==> src/rtl/aud_dsp_pkg.sv <==
`default_nettype none
// ============================================================================
// Package     : aud_pkg
// Description : Shared types and constants for the playback sample source.
//               Holds the playback-mode and control-state encodings, the
//               reciprocal table used by the interpolator and default widths.
// Revision    : 1.0 - initial release
// ============================================================================
package aud_pkg;

  localparam int ADDR_W_DEF = 20;
  localparam int DATA_W_DEF = 16;
  localparam int RECIP_W    = 17;

  typedef enum logic [1:0] {
    NORMAL    = 2'd0,
    FAST      = 2'd1,
    SLOW_HOLD = 2'd2,
    SLOW_LIN  = 2'd3
  } mode_t;

  typedef enum logic [1:0] {
    IDLE  = 2'd0,
    PLAY  = 2'd1,
    PAUSE = 2'd2
  } state_t;

  // ceil(65536 / s) for s = 1..8, indexed by the speed code (s - 1).
  // Rounding up keeps the interpolation weight exact at multiples of 1/s.
  localparam logic [RECIP_W-1:0] C_RECIP [8] = '{
    17'd65536, 17'd32768, 17'd21846, 17'd16384,
    17'd13108, 17'd10923, 17'd9363,  17'd8192
  };

endpackage
`default_nettype wire

==> src/rtl/aud_dsp_lerp.sv <==
`default_nettype none
// ============================================================================
// Module      : aud_lerp
// Description : Combinational linear interpolation between two samples.
//               o_sample = prev + floor((cur - prev) * cnt * R[s] / 65536)
// Ports       : i_prev   - older sample (signed)
//               i_cur    - newer sample (signed)
//               i_cnt    - position within the slow-motion hold, 0..s-1
//               i_speed  - speed code, s = i_speed + 1
//               o_sample - interpolated sample (signed)
// Revision    : 1.0 - initial release
// ============================================================================
module aud_lerp
  import aud_pkg::*;
#(
  parameter int DATA_W = DATA_W_DEF
) (
  input  logic signed [DATA_W-1:0] i_prev,
  input  logic signed [DATA_W-1:0] i_cur,
  input  logic        [2:0]        i_cnt,
  input  logic        [2:0]        i_speed,
  output logic signed [DATA_W-1:0] o_sample
);

  localparam int WEIGHT_W = RECIP_W + 3;
  // Wide enough that diff * cnt * R never wraps, whatever cnt and s are.
  localparam int PROD_W   = DATA_W + 1 + WEIGHT_W + 1;

  logic signed [DATA_W:0]     diff;
  logic        [WEIGHT_W-1:0] weight;
  logic signed [PROD_W-1:0]   prod;

  always_comb begin
    diff     = (DATA_W+1)'(i_cur) - (DATA_W+1)'(i_prev);
    weight   = WEIGHT_W'(i_cnt) * WEIGHT_W'(C_RECIP[i_speed]);
    prod     = PROD_W'(diff) * $signed(PROD_W'(weight));
    // Arithmetic shift floors toward -inf; the step is strictly smaller
    // in magnitude than diff, so the sum stays between prev and cur.
    o_sample = i_prev + DATA_W'(prod >>> 16);
  end

endmodule
`default_nettype wire

==> src/rtl/aud_dsp.sv <==
`default_nettype none
// ============================================================================
// Module      : aud_dsp
// Description : Playback sample source. Walks the SRAM and presents one
//               sample per DACLRCK frame in normal, fast, slow-hold or
//               slow-linear mode, under start/pause/stop control.
// Ports       : i_clk, i_rst_n      - BCLK, async active-low reset
//               i_start/i_pause/i_stop - level control requests
//               i_mode, i_speed     - playback mode, speed code (s = speed+1)
//               i_daclrck           - frame clock (synchronous to i_clk)
//               i_end_addr          - last valid sample address
//               i_sram_data         - SRAM read data
//               o_sram_addr         - SRAM read address
//               o_dac_data          - sample for the player
//               o_player_en         - high while playing
//               o_done              - one-cycle end-of-data pulse
// Revision    : 1.0 - initial release
// ============================================================================
module aud_dsp
  import aud_pkg::*;
#(
  parameter int ADDR_W = ADDR_W_DEF,
  parameter int DATA_W = DATA_W_DEF
) (
  input  logic              i_clk,
  input  logic              i_rst_n,
  input  logic              i_start,
  input  logic              i_pause,
  input  logic              i_stop,
  input  logic [1:0]        i_mode,
  input  logic [2:0]        i_speed,
  input  logic              i_daclrck,
  input  logic [ADDR_W-1:0] i_end_addr,
  input  logic [DATA_W-1:0] i_sram_data,
  output logic [ADDR_W-1:0] o_sram_addr,
  output logic [DATA_W-1:0] o_dac_data,
  output logic              o_player_en,
  output logic              o_done
);

  state_t                   state_q, state_d;
  mode_t                    mode_q,  mode_d;
  logic [2:0]               speed_q, speed_d;
  logic [ADDR_W:0]          addr_q,  addr_d;   // extra bit catches overrun
  logic [2:0]               cnt_q,   cnt_d;
  logic signed [DATA_W-1:0] prev_q,  prev_d;
  logic signed [DATA_W-1:0] cur_q,   cur_d;
  logic [DATA_W-1:0]        dac_q,   dac_d;
  logic                     done_q,  done_d;
  logic                     lrck_q;

  logic                     tick;
  logic                     slow_latched;
  logic                     load_tick;
  logic                     at_end;
  logic                     do_load;
  mode_t                    mode_n;
  logic [2:0]               speed_n;
  logic signed [DATA_W-1:0] prev_n;
  logic signed [DATA_W-1:0] cur_n;
  logic signed [DATA_W-1:0] lerp_sample;
  logic [ADDR_W:0]          addr_step;

  // Load path: what prev/cur/mode/speed become on this tick. Kept apart
  // from the FSM so the interpolator sees post-load values without a loop.
  always_comb begin
    tick         = i_daclrck & ~lrck_q;
    slow_latched = (mode_q == SLOW_HOLD) || (mode_q == SLOW_LIN);
    load_tick    = (state_q == PLAY) && !i_stop && !i_pause && tick &&
                   (!slow_latched || (cnt_q == 3'd0));
    at_end       = addr_q > {1'b0, i_end_addr};
    do_load      = load_tick && !at_end;
    mode_n       = do_load ? mode_t'(i_mode) : mode_q;
    speed_n      = do_load ? i_speed : speed_q;
    prev_n       = do_load ? cur_q : prev_q;
    cur_n        = do_load ? $signed(i_sram_data) : cur_q;
    addr_step    = (mode_n == FAST) ? (ADDR_W+1)'(speed_n) + (ADDR_W+1)'(1)
                                    : (ADDR_W+1)'(1);
  end

  aud_lerp #(
    .DATA_W (DATA_W)
  ) u_lerp (
    .i_prev   (prev_n),
    .i_cur    (cur_n),
    .i_cnt    (cnt_q),
    .i_speed  (speed_n),
    .o_sample (lerp_sample)
  );

  always_comb begin
    state_d = state_q;
    mode_d  = mode_q;
    speed_d = speed_q;
    addr_d  = addr_q;
    cnt_d   = cnt_q;
    prev_d  = prev_q;
    cur_d   = cur_q;
    dac_d   = dac_q;
    done_d  = 1'b0;

    case (state_q)
      IDLE: begin
        if (!i_stop && !i_pause && i_start) begin
          state_d = PLAY;
        end
      end

      PLAY: begin
        if (i_stop) begin
          state_d = IDLE;
          addr_d  = '0;
          cnt_d   = '0;
          prev_d  = '0;
          cur_d   = '0;
          dac_d   = '0;
        end else if (i_pause) begin
          state_d = PAUSE;
          dac_d   = '0;
        end else if (load_tick && at_end) begin
          state_d = IDLE;
          done_d  = 1'b1;
          addr_d  = '0;
          dac_d   = '0;
        end else if (tick) begin
          mode_d  = mode_n;
          speed_d = speed_n;
          prev_d  = prev_n;
          cur_d   = cur_n;
          if (do_load) begin
            addr_d = addr_q + addr_step;
          end
          dac_d = (mode_n == SLOW_LIN) ? $unsigned(lerp_sample) : $unsigned(cur_n);
          if ((mode_n == SLOW_HOLD) || (mode_n == SLOW_LIN)) begin
            cnt_d = (cnt_q == speed_n) ? 3'd0 : cnt_q + 3'd1;
          end else begin
            cnt_d = 3'd0;
          end
        end
      end

      PAUSE: begin
        if (i_stop) begin
          state_d = IDLE;
          addr_d  = '0;
          cnt_d   = '0;
          prev_d  = '0;
          cur_d   = '0;
          dac_d   = '0;
        end else if (!i_pause && i_start) begin
          state_d = PLAY;
        end
      end

      default: begin
        state_d = IDLE;
      end
    endcase
  end

  always_ff @(posedge i_clk or negedge i_rst_n) begin
    if (!i_rst_n) begin
      state_q <= IDLE;
      mode_q  <= NORMAL;
      speed_q <= '0;
      addr_q  <= '0;
      cnt_q   <= '0;
      prev_q  <= '0;
      cur_q   <= '0;
      dac_q   <= '0;
      done_q  <= 1'b0;
      lrck_q  <= 1'b0;
    end else begin
      state_q <= state_d;
      mode_q  <= mode_d;
      speed_q <= speed_d;
      addr_q  <= addr_d;
      cnt_q   <= cnt_d;
      prev_q  <= prev_d;
      cur_q   <= cur_d;
      dac_q   <= dac_d;
      done_q  <= done_d;
      lrck_q  <= i_daclrck;
    end
  end

  assign o_sram_addr = addr_q[ADDR_W-1:0];
  assign o_dac_data  = dac_q;
  assign o_player_en = (state_q == PLAY);
  assign o_done      = done_q;

endmodule
`default_nettype wire

==> config.mk <==
export PLATFORM = sky130hd
export DESIGN_NAME = aud_dsp
export DESIGN_NICKNAME = d
export VERILOG_FILES = /design/src/rtl/aud_dsp_pkg.sv /design/src/rtl/aud_dsp_lerp.sv /design/src/rtl/aud_dsp.sv
export SDC_FILE = /design/constraint.sdc
export NUM_CORES = 1
export LEC_CHECK = 0
export BUFFER_PORTS_ARGS = -buffer_cell sky130_fd_sc_hd__buf_2
export CORE_MARGIN = 8
export CORE_UTILIZATION = 51
export CTS_BUF_LIST = sky130_fd_sc_hd__clkbuf_2
export DETAILED_ROUTE_END_ITERATION = 6
export HOLD_SLACK_MARGIN = 0.05
export PLACE_DENSITY = 0.7
export SLEW_MARGIN = 25
export SYNTH_ARGS = -nofsm -noshare
export SYNTH_HDL_FRONTEND = slang
export SYNTH_SLANG_ARGS = --single-unit
==> constraint.sdc <==
create_clock -name i_clk -period 16.58 [get_ports i_clk]
set_input_delay 2.487 -clock i_clk [delete_from_list [all_inputs] [get_ports i_clk]]
set_output_delay 2.487 -clock i_clk [all_outputs]
set_load 0.05 [all_outputs]
==> flow_metrics.env, run 1 <==
export IMPL_outcome="completed"
export IMPL_min_period_ns=15.64
export IMPL_fp_dieArea_um2=40900
export IMPL_fin_tns_setup_ns=0
export IMPL_peakVddDrop_uv=150
export IMPL_grt_pass1_vias=15111
export IMPL_layout_nets=2646
export IMPL_die_w_um=202
export IMPL_path_clk_slew_ns=0.30
export IMPL_num_rows=68
export IMPL_clkSinkCount=81
export IMPL_area_growth_syn_to_layout_pct=6.59
export IMPL_slew_headroom_pct=37.0
export IMPL_rrSetupSlack_ns=2.41
export IMPL_startpoint_type="primary input"
export IMPL_finalMaxSlewViolations=0
export IMPL_boundaryPins=85
export IMPL_path_class="primary input to register"
export IMPL_yosys_mux_area_fraction_pct=2.45
export IMPL_syn_inst=2069
export IMPL_hold_path_class="register to register"
export IMPL_port_buffers=84
export IMPL_cap_violations=0
export IMPL_cp_end_kind="register"
export IMPL_cts_buffers=9
export IMPL_vias_per_cell=5.46
export IMPL_synth_top_family_by_area="adder cells"
export IMPL_grt_total_usage_pct=23.5
export IMPL_crit_slowest_cell="xnor2_1"
export IMPL_arrival_ns=16.21
export IMPL_seq_area_frac_synth_pct=11.4
export IMPL_synth_top_area_cell="fa_1"
export IMPL_detail_route_first_pass_iterations=5
export IMPL_finalClockSkew_ns=0.0380
export IMPL_synth_seq_cells=81
export IMPL_gp_congestion=0.940
export IMPL_syn_nets=2577
export IMPL_worstMarginPinSlew_ns=0.942
export IMPL_core_area_um2=34400
export IMPL_finalSetupViolCount=0
export IMPL_drc=0
export IMPL_period_share_pct=94.3
export IMPL_synthDistinctLibCells=81
export IMPL_dp_hpwl_um=38400
export IMPL_drt_iter0_drc=873
export IMPL_rsz0062_at_grt="false"
export IMPL_clock_fmax_ghz=0.0639
export IMPL_syn_avg_cell_area_um2=8.56
export IMPL_antenna_found_initial=0
export IMPL_synthTopCellsByArea="fa_1, ha_1, dfrtp_1"
export IMPL_post_cts_buffers=0
export IMPL_cp_common_cell="fa_1"
export IMPL_leakagePower_nw=10.1
export IMPL_synth_compound_area_share_pct=10.3
export IMPL_synth_top_area_share_pct=31.7
export IMPL_powerDensity_nw_per_um2=147
export IMPL_power_w=0.00277
export IMPL_synth_warning_count=0
export IMPL_yosys_area_share_simple_pct=15.4
export IMPL_wl_um=46500
export IMPL_die_height_um=202
export IMPL_cts_tree="built"
export IMPL_antenna_cells=0
export IMPL_ys_async_sr_fraction_pct=100
export IMPL_ctsResizeCount=0
export IMPL_synth_adder_area_share_pct=44.5
export IMPL_finalHoldViolations=0
export IMPL_ctsRootBufferMaster="clkbuf_2"
export IMPL_routedWlPerCell_um=17.9
export IMPL_drive_above_1_share_pct=9.57
export IMPL_cts_hold_buf=0
export IMPL_clock_latency_ns=0.62
export IMPL_synth_xor_area_share_pct=4.85
export IMPL_start_util_pct=51.5
export IMPL_grt_pass1_wl_um=77200
export IMPL_overflow=0
export IMPL_postRouteAntennaNets=0
export IMPL_synth_area_um2=17700
export IMPL_grt_max_degree=82
export IMPL_crit_required_ns=17.15
export IMPL_worstPathMaxFanout=10
export IMPL_vias=14183
export IMPL_ys_flop_type="dfrtp_1"
export IMPL_clk_path_buf_depth=2
export IMPL_crit_buf_inv=9
export IMPL_crit_family="adder cells"
export IMPL_htreeDepth=3
export IMPL_slowest_delay_ns=0.64
export IMPL_synth_edf_count=0
[worst reg2reg max path, delay by kind of cell, from the launching register on]
kind                       cells  cell delay (ns)
adders and majority gates     13             5.35
AOI/OAI and AO/OA             17             4.50
and+or+nand+nor               11             1.90
xor gates and xnor gates       4             1.06
buffers and inverters          7             0.57
DFF                            1             0.53
muxes                          1             0.22
[power breakdown]
group	total (W)	switching, W	internal (W)
sequential	0.000249	0.0000251	0.000224
combinational	0.00241	0.00155	0.000856
clock	0.000115	0.0000882	0.0000269
total	0.00277	0.00166	0.00111
[area by class of cell]
cell class	count	area, um2
fill	3249	15500
multi-input combinational	1486	13700
clock buffer	9	45.0
timing repair buffer	138	832
inverter	422	1580
sequential	81	2030
clock inverter	7	78.8
tap	455	569
[cell usage in the layout (no fill, tap or decap), types with 20 or more instances in the layout]
| cell type | instances |
|---|---|
| nand2_1 | 194 |
| a21oi_1 | 64 |
| fa_1 | 280 |
| xor2_1 | 36 |
| buf_2 | 83 |
| o21ai_0 | 82 |
| dfrtp_1 | 81 |
| mux2i_1 | 24 |
| buf_4 | 54 |
| ha_1 | 181 |
| nand3_1 | 20 |
| inv_1 | 420 |
| xnor2_1 | 54 |
| nand2b_1 | 28 |
| nor2_1 | 264 |
| a21o_1 | 31 |
[through the flow]
| stage | hold WS [ns] | util [%] | cell area, um2 | setup slack (ns) | std cells |
|---|---|---|---|---|---|
| finish | 0.521 | 54.9 | 18900 | 0.942 | 2598 |
| global route | 0.553 | 54.9 | 18900 | 0.0222 | 2598 |
| CTS | 0.524 | 54.9 | 18900 | 1.11 | 2598 |
| detailed placement | 0.468 | 54.5 | 18700 | 0.434 | 2582 |
| global placement | 0.461 | 54.5 | 18700 | 0.847 | 2582 |
| floorplan | 0.449 | - | 17700 | 1.35 | 2069 |
[sequential cells by signal (all words and copies together), names as in the netlist]
name,cells
o_done,1
lrck_q,1
speed_q,3
cnt_q,3
mode_q,2
prev_q,16
o_dac_data,16
state_q,2
cur_q,16
addr_q,21
[synthesized netlist by cell type (8+ instances only)]
library cell	instances
nand2b_1	28
xnor2_1	55
fa_1	280
inv_1	420
nand3_1	20
nor2_1	264
nand2_1	194
xor2_1	36
ha_1	181
or3_1	11
a31oi_1	8
o21bai_1	8
nor3_1	17
and3_1	19
mux2_2	16
dfrtp_1	81
o21a_1	11
or2_2	10
a21o_1	31
o21ai_0	82
a22o_1	13
mux2i_1	24
buf_4	20
a21oi_1	64
nor2b_1	14
nand4_1	9
clkbuf_1	50
[routing by layer]
layer	track usage [%]	vias up	routed length (um)
met3	4.31	110	3060
met1	29.3	6984	18900
met4	8.16	0	1790
met2	40.4	489	22700
met5	0	-	0
li1	-	6600	-
[final timing paths]
check / from / endpoint / cells past startpoint
max: i_end_addr[6] / o_dac_data[15] / 55
min: o_dac_data[3] / o_dac_data[3] / 2
max reg2reg: addr_q[11] / o_dac_data[15] / 53
min reg2reg: o_dac_data[3] / o_dac_data[3] / 2
max in group asynchronous: i_rst_n / addr_q[14] / 1
min in group asynchronous: i_rst_n / cur_q[14] / 1
[kinds of logic after synthesis]
logic type | Yosys count
and+or+nand+nor | 616
buffers and inverters | 502
adders and majority gates | 461
AOI/OAI and AO/OA | 274
xor gates and xnor gates | 94
DFF | 81
muxes | 41
(Power assumes the default switching activity.)
==> inputs of run 2 (changes only) <==
--- a/config.mk
+++ b/config.mk
@@ -12,6 +12,7 @@
 export DETAILED_ROUTE_END_ITERATION = 6
 export HOLD_SLACK_MARGIN = 0.05
 export PLACE_DENSITY = 0.7
+export REMOVE_ABC_BUFFERS = 1
 export SLEW_MARGIN = 25
 export SYNTH_ARGS = -nofsm -noshare
 export SYNTH_HDL_FRONTEND = slang
==> run 2 against run 1 <==
Global-route usage fell by 0.43 points. Register-to-register slack improved by 0.06 ns. Wire length fell by 1.4%. Final cell count barely moved. Highest routed layer unchanged. Largest cell class unchanged. Hold slack got worse by 0.016 ns.
==> flow_metrics.env, run 2 (synthesis gave the netlist of run 1 again) <==
export IMPL_vias=14217
export IMPL_worstMarginPinSlew_ns=1.08
export IMPL_final_common_cell="inv_1"
export IMPL_boundaryPins=85
export IMPL_largest_reg_flops=21
export IMPL_ctsRootBufferMaster="clkbuf_2"
export IMPL_detail_route_first_pass_iterations=6
export IMPL_cts_hold_buf=0
export IMPL_slowest_delay_ns=0.75
export IMPL_cp_common_cell="fa_1"
export IMPL_die_w_um=202
export IMPL_startpoint_type="primary input"
export IMPL_crit_cells=55
export IMPL_period_share_pct=94.0
export IMPL_routedWlPerCell_um=17.6
export IMPL_final_cell_mix="inv_1, fa_1, nor2_1"
export IMPL_top_register="addr_q"
export IMPL_postRouteAntennaNets=0
export IMPL_min_period_ns=15.58
export IMPL_arrival_ns=16.10
export IMPL_clockPowerShare_pct=4.5
export IMPL_rrSetupSlack_ns=2.47
export IMPL_final_cells=2599
export IMPL_slew_headroom_pct=27.6
export IMPL_dp_hpwl_um=38500
export IMPL_peakVddDrop_uv=127
export IMPL_grt_max_degree=82
export IMPL_seqCellArea_um2=2030
export IMPL_path_clk_slew_ns=0.22
export IMPL_fillers=3211
export IMPL_drive_above_1_share_pct=9.48
export IMPL_pwr_share_seq_pct=9.1
export IMPL_cts_buffers=9
export IMPL_critPathLaunch="i_end_addr[6]"
export IMPL_cp_end_kind="register"
export IMPL_overflow=0
export IMPL_crit_family="adder cells"
export IMPL_finalClockSkew_ns=0.0428
export IMPL_switching_power_w=0.00162
export IMPL_p_sw_share_pct=58.8
export IMPL_grt_pass1_wl_um=77500
export IMPL_area_growth_syn_to_layout_pct=6.67
export IMPL_finalMaxSlewViolations=0
export IMPL_start_util_pct=51.5
export IMPL_grt_pass1_vias=15146
export IMPL_worstPathMaxFanout=10
export IMPL_multi_input_area_um2=13700
export IMPL_grt_total_usage_pct=23.1
export IMPL_r2r_cells=53
export IMPL_outcome="completed"
export IMPL_core_area_um2=34400
export IMPL_path_class="primary input to register"
export IMPL_clkSinkCount=81
export IMPL_fp_dieArea_um2=40900
export IMPL_crit_required_ns=17.10
export IMPL_cap_violations=0
export IMPL_dpl_cell_count=2581
export IMPL_timing_rr_end="o_dac_data[15]"
export IMPL_drc=0
export IMPL_r2r_start="addr_q[8]"
export IMPL_crit_buf_inv=9
export IMPL_post_cts_buffers=0
export IMPL_finalSetupViolCount=0
export IMPL_power_frac_comb_pct=86.4
export IMPL_finalHoldViolations=0
export IMPL_powerDensity_nw_per_um2=146
export IMPL_fin_tns_setup_ns=0
export IMPL_hold_path_class="register to register"
export IMPL_vias_per_cell=5.47
export IMPL_rsz0062_at_grt="false"
export IMPL_clock_latency_ns=0.61
export IMPL_port_buffers=84
export IMPL_layout_nets=2645
export IMPL_cts_tree="built"
export IMPL_leakagePower_nw=10.1
export IMPL_critPathCapture="o_dac_data[15]"
export IMPL_crit_slowest_cell="xnor2_1"
export IMPL_wl_um=45800
export IMPL_num_rows=68
export IMPL_die_height_um=202
export IMPL_holdWs_ns=0.505
export IMPL_min_path_cells=2
export IMPL_clk_path_buf_depth=2
export IMPL_htreeDepth=3
export IMPL_clock_fmax_ghz=0.0642
export IMPL_power_internal_w=0.00113
export IMPL_antenna_found_initial=2
export IMPL_drt_iter0_drc=1138
export IMPL_gp_congestion=0.921
-- run 2: changes by cell type in the layout (fill, tap and decap cells not counted) --
cell,before,now
clkinv_2,0,1
a2111oi_1,0,1
bufinv_16,0,2
clkinv_4,0,3
inv_6,2,0
a2111oi_0,3,2
inv_8,4,0
diode_2,0,2
buf_4,54,53
clkinv_8,1,0
clkinv_1,2,3
-- run 2: power groups by stage --
stage | combinational (W) | sequential (W) | clock [W]
floorplan | 0.00151 | 0.000285 | 0
finish | 0.00238 | 0.000250 | 0.000124
global route | 0.00263 | 0.000253 | 0.000133
global placement | 0.00233 | 0.000252 | 0
CTS | 0.00237 | 0.000249 | 0.000127
detailed placement | 0.00233 | 0.000253 | 0
-- run 2: repair_timing --
item | CTS | global route
setup endpoints to repair | 0 | 1
hold endpoints to repair | 0 | 0
gates resized for setup | 0 | 1
-- run 2: metal layers --
layer	track usage (%)	vias to the layer above	wire length (um)
met3	2.88	100	2460
met1	31.0	7077	20100
met2	38.4	452	21800
met5	0	-	0
met4	7.30	0	1400
li1	-	6588	-
-- run 2: how the worst min path moves through the flow --
stage	slack, ns	from	end
2_1_floorplan	0.45	prev_q[10]	prev_q[10]
3_3_place_gp	0.46	o_dac_data[4]	o_dac_data[4]
3_5_place_dp	0.47	o_dac_data[5]	o_dac_data[5]
4_1_cts	0.51	o_dac_data[5]	o_dac_data[5]
5_1_grt	0.54	o_dac_data[5]	o_dac_data[5]
6_report	0.50	o_dac_data[5]	o_dac_data[5]
-- run 2: layout make-up --
| class | instances | area share [%] |
|---|---|---|
| Antenna cell | 2 | 0.0265 |
| Clock buffer | 9 | 0.239 |
| Clock inverter | 7 | 0.504 |
| Inverter | 422 | 8.39 |
| Multi-Input combinational cell | 1486 | 72.7 |
| Sequential cell | 81 | 10.7 |
| Tap cell | 455 | 3.01 |
| Timing Repair Buffer | 137 | 4.37 |
-- run 2: stage by stage --
stage	power, W	cell area (um2)	utilization (%)	setup slack [ns]
2_1_floorplan	0.00180	17300	-	0.277
5_1_grt	0.00301	18900	54.9	0.101
6_report	0.00276	18900	54.9	0.995
4_1_cts	0.00275	18900	54.9	1.05
3_3_place_gp	0.00258	18700	54.5	0.744
3_5_place_dp	0.00259	18700	54.5	0.410
-- run 2: worst min-delay path, delay by kind of cell, from the launching register on --
family	cells	cell delay, ns
and+or+nand+nor	1	0.04
DFF	1	0.39
AOI/OAI and AO/OA	1	0.06
==> inputs of run 3 (changes only) <==
==> constraint.sdc (replaced) <==
create_clock -name i_clk -period 16.2 [get_ports i_clk]
set_input_delay 2.43 -clock i_clk [delete_from_list [all_inputs] [get_ports i_clk]]
set_output_delay 2.43 -clock i_clk [all_outputs]
set_load 0.05 [all_outputs]
==> run 3 against run 2 <==
Flip-flop and latch count did not move. Global-route usage fell by 0.33 points. Sequential power rose by 2%. Via count fell by 0.39%. Non-clock buffer count rose by 3. Combinational power rose by 2%. Clock power rose by 3%. Wire length fell by 0.57%. Core utilization rose by 0.15 points. Die area did not move. Worst setup slack got worse by 0.075 ns. Critical path type unchanged.
==> flow_metrics.env, run 3 (synthesis gave the netlist of run 1 again) <==
export IMPL_clk_path_buf_depth=2
export IMPL_cts_buffers=9
export IMPL_worstPathMaxFanout=6
export IMPL_slowest_delay_ns=0.54
export IMPL_final_core_util_pct=55.1
export IMPL_vias=14161
export IMPL_vias_per_cell=5.44
export IMPL_path_clk_slew_ns=0.27
export IMPL_critPathLaunch="i_end_addr[8]"
export IMPL_clock_latency_ns=0.61
export IMPL_num_rows=68
export IMPL_dp_hpwl_um=38100
export IMPL_overflow=0
export IMPL_post_cts_buffers=0
export IMPL_outcome="completed"
export IMPL_drt_iter0_drc=876
export IMPL_core_area_um2=34400
export IMPL_boundaryPins=85
export IMPL_rsz0062_at_grt="false"
export IMPL_clkSinkCount=81
export IMPL_leakagePower_nw=10.1
export IMPL_clockPowerShare_pct=4.6
export IMPL_grt_total_usage_pct=22.7
export IMPL_finalMaxSlewViolations=0
export IMPL_drc=0
export IMPL_routedWlPerCell_um=17.5
export IMPL_clock_fmax_ghz=0.0654
export IMPL_fillers=3184
export IMPL_largest_reg_flops=21
export IMPL_grt_max_degree=82
export IMPL_area_growth_syn_to_layout_pct=6.95
export IMPL_crit_slowest_cell="fa_1"
export IMPL_port_buffers=84
export IMPL_path_class="primary input to register"
export IMPL_worstMarginPinSlew_ns=1.08
export IMPL_min_path_cells=2
export IMPL_final_common_cell="inv_1"
export IMPL_cp_end_kind="register"
export IMPL_cap_violations=0
export IMPL_switching_power_w=0.00166
export IMPL_power_internal_w=0.00115
export IMPL_drive_above_1_share_pct=9.98
export IMPL_grt_pass1_wl_um=75900
export IMPL_die_height_um=202
export IMPL_finalHoldViolations=0
export IMPL_rrSetupSlack_ns=2.33
export IMPL_antenna_found_initial=1
export IMPL_slew_headroom_pct=27.7
export IMPL_ctsRootBufferMaster="clkbuf_2"
export IMPL_die_w_um=202
export IMPL_wl_um=45600
export IMPL_power_w=0.00280
export IMPL_start_util_pct=51.5
export IMPL_min_period_ns=15.28
export IMPL_peakVddDrop_uv=122
export IMPL_startpoint_type="primary input"
export IMPL_finalSetupViolCount=0
export IMPL_r2r_start="addr_q[8]"
export IMPL_postRouteAntennaNets=0
export IMPL_hold_start="o_dac_data[7]"
export IMPL_r2r_cells=53
export IMPL_p_sw_share_pct=59.1
export IMPL_gp_congestion=0.926
export IMPL_final_cell_mix="inv_1, fa_1, nor2_1"
export IMPL_powerDensity_nw_per_um2=148
export IMPL_power_frac_comb_pct=86.3
export IMPL_arrival_ns=15.80
export IMPL_cts_tree="built"
export IMPL_period_share_pct=94.3
export IMPL_hold_path_end="o_dac_data[7]"
export IMPL_top_register="addr_q"
export IMPL_layout_nets=2648
export IMPL_timing_rr_end="o_dac_data[15]"
export IMPL_finalClockSkew_ns=0.0496
export IMPL_hold_path_class="register to register"
export IMPL_htreeDepth=3
export IMPL_grt_pass1_vias=14930
export IMPL_fp_dieArea_um2=40900
export IMPL_detail_route_first_pass_iterations=5
export IMPL_crit_required_ns=16.72
export IMPL_pwr_share_seq_pct=9.1
-- run 3: worst max-delay path by stage --
stage	endpoint	slack, ns
6_report	o_dac_data[15]	0.92
5_1_grt	o_dac_data[15]	0.003
4_1_cts	o_dac_data[15]	0.52
3_5_place_dp	o_dac_data[15]	-0.09
3_3_place_gp	o_dac_data[15]	0.40
2_1_floorplan	o_dac_data[15]	-0.05
-- run 3: routing by layer --
metal	up-vias	GRT usage (%)	routed length (um)
li1	6592	-	-
met1	7005	30.4	19800
met2	483	36.9	21300
met3	81	3.49	2900
met4	0	8.52	1600
met5	-	0	0
-- run 3: per-stage QoR --
stage	setup TNS (ns)	instance area, um2	cells	setup slack [ns]	hold WS [ns]
after CTS	0	18900	2600	0.521	0.517
after floorplan	-0.0460	17300	1989	-0.0460	0.449
after global routing	0	18900	2601	0.00299	0.552
after detailed placement	-0.0900	18700	2584	-0.0900	0.469
final	0	18900	2601	0.920	0.513
after global placement	0	18700	2584	0.402	0.461
-- run 3: power by group through the flow --
stage	clock (W)	combinational (W)	sequential, W
2_1_floorplan	0	0.00155	0.000292
3_3_place_gp	0	0.00236	0.000257
3_5_place_dp	0	0.00237	0.000259
4_1_cts	0.000132	0.00241	0.000255
5_1_grt	0.000138	0.00266	0.000259
6_report	0.000128	0.00242	0.000255
-- run 3: worst max-delay path, delay by kind of cell --
family	cells	cell delay [ns]
simple gates	13	2.68
compound gates	17	4.17
fa+ha+maj	12	5.00
buf+inv	9	0.67
mux	1	0.38
xor+xnor	3	0.47
-- run 3: timing repair --
item,4_1_cts,5_1_grt
setup endpoints to repair,0,3
resized for setup,0,7
hold buffers,0,0
-- run 3: layout make-up --
class	count	area [um2]	area share, %
clock buffer	9	45.0	0.238
clock inverter	7	95.1	0.502
tap	455	569	3.01
timing repair buffer	140	847	4.47
inverter	422	1580	8.37
sequential	81	2030	10.7
antenna	1	2.50	0.0132
multi-input combinational	1486	13800	72.7
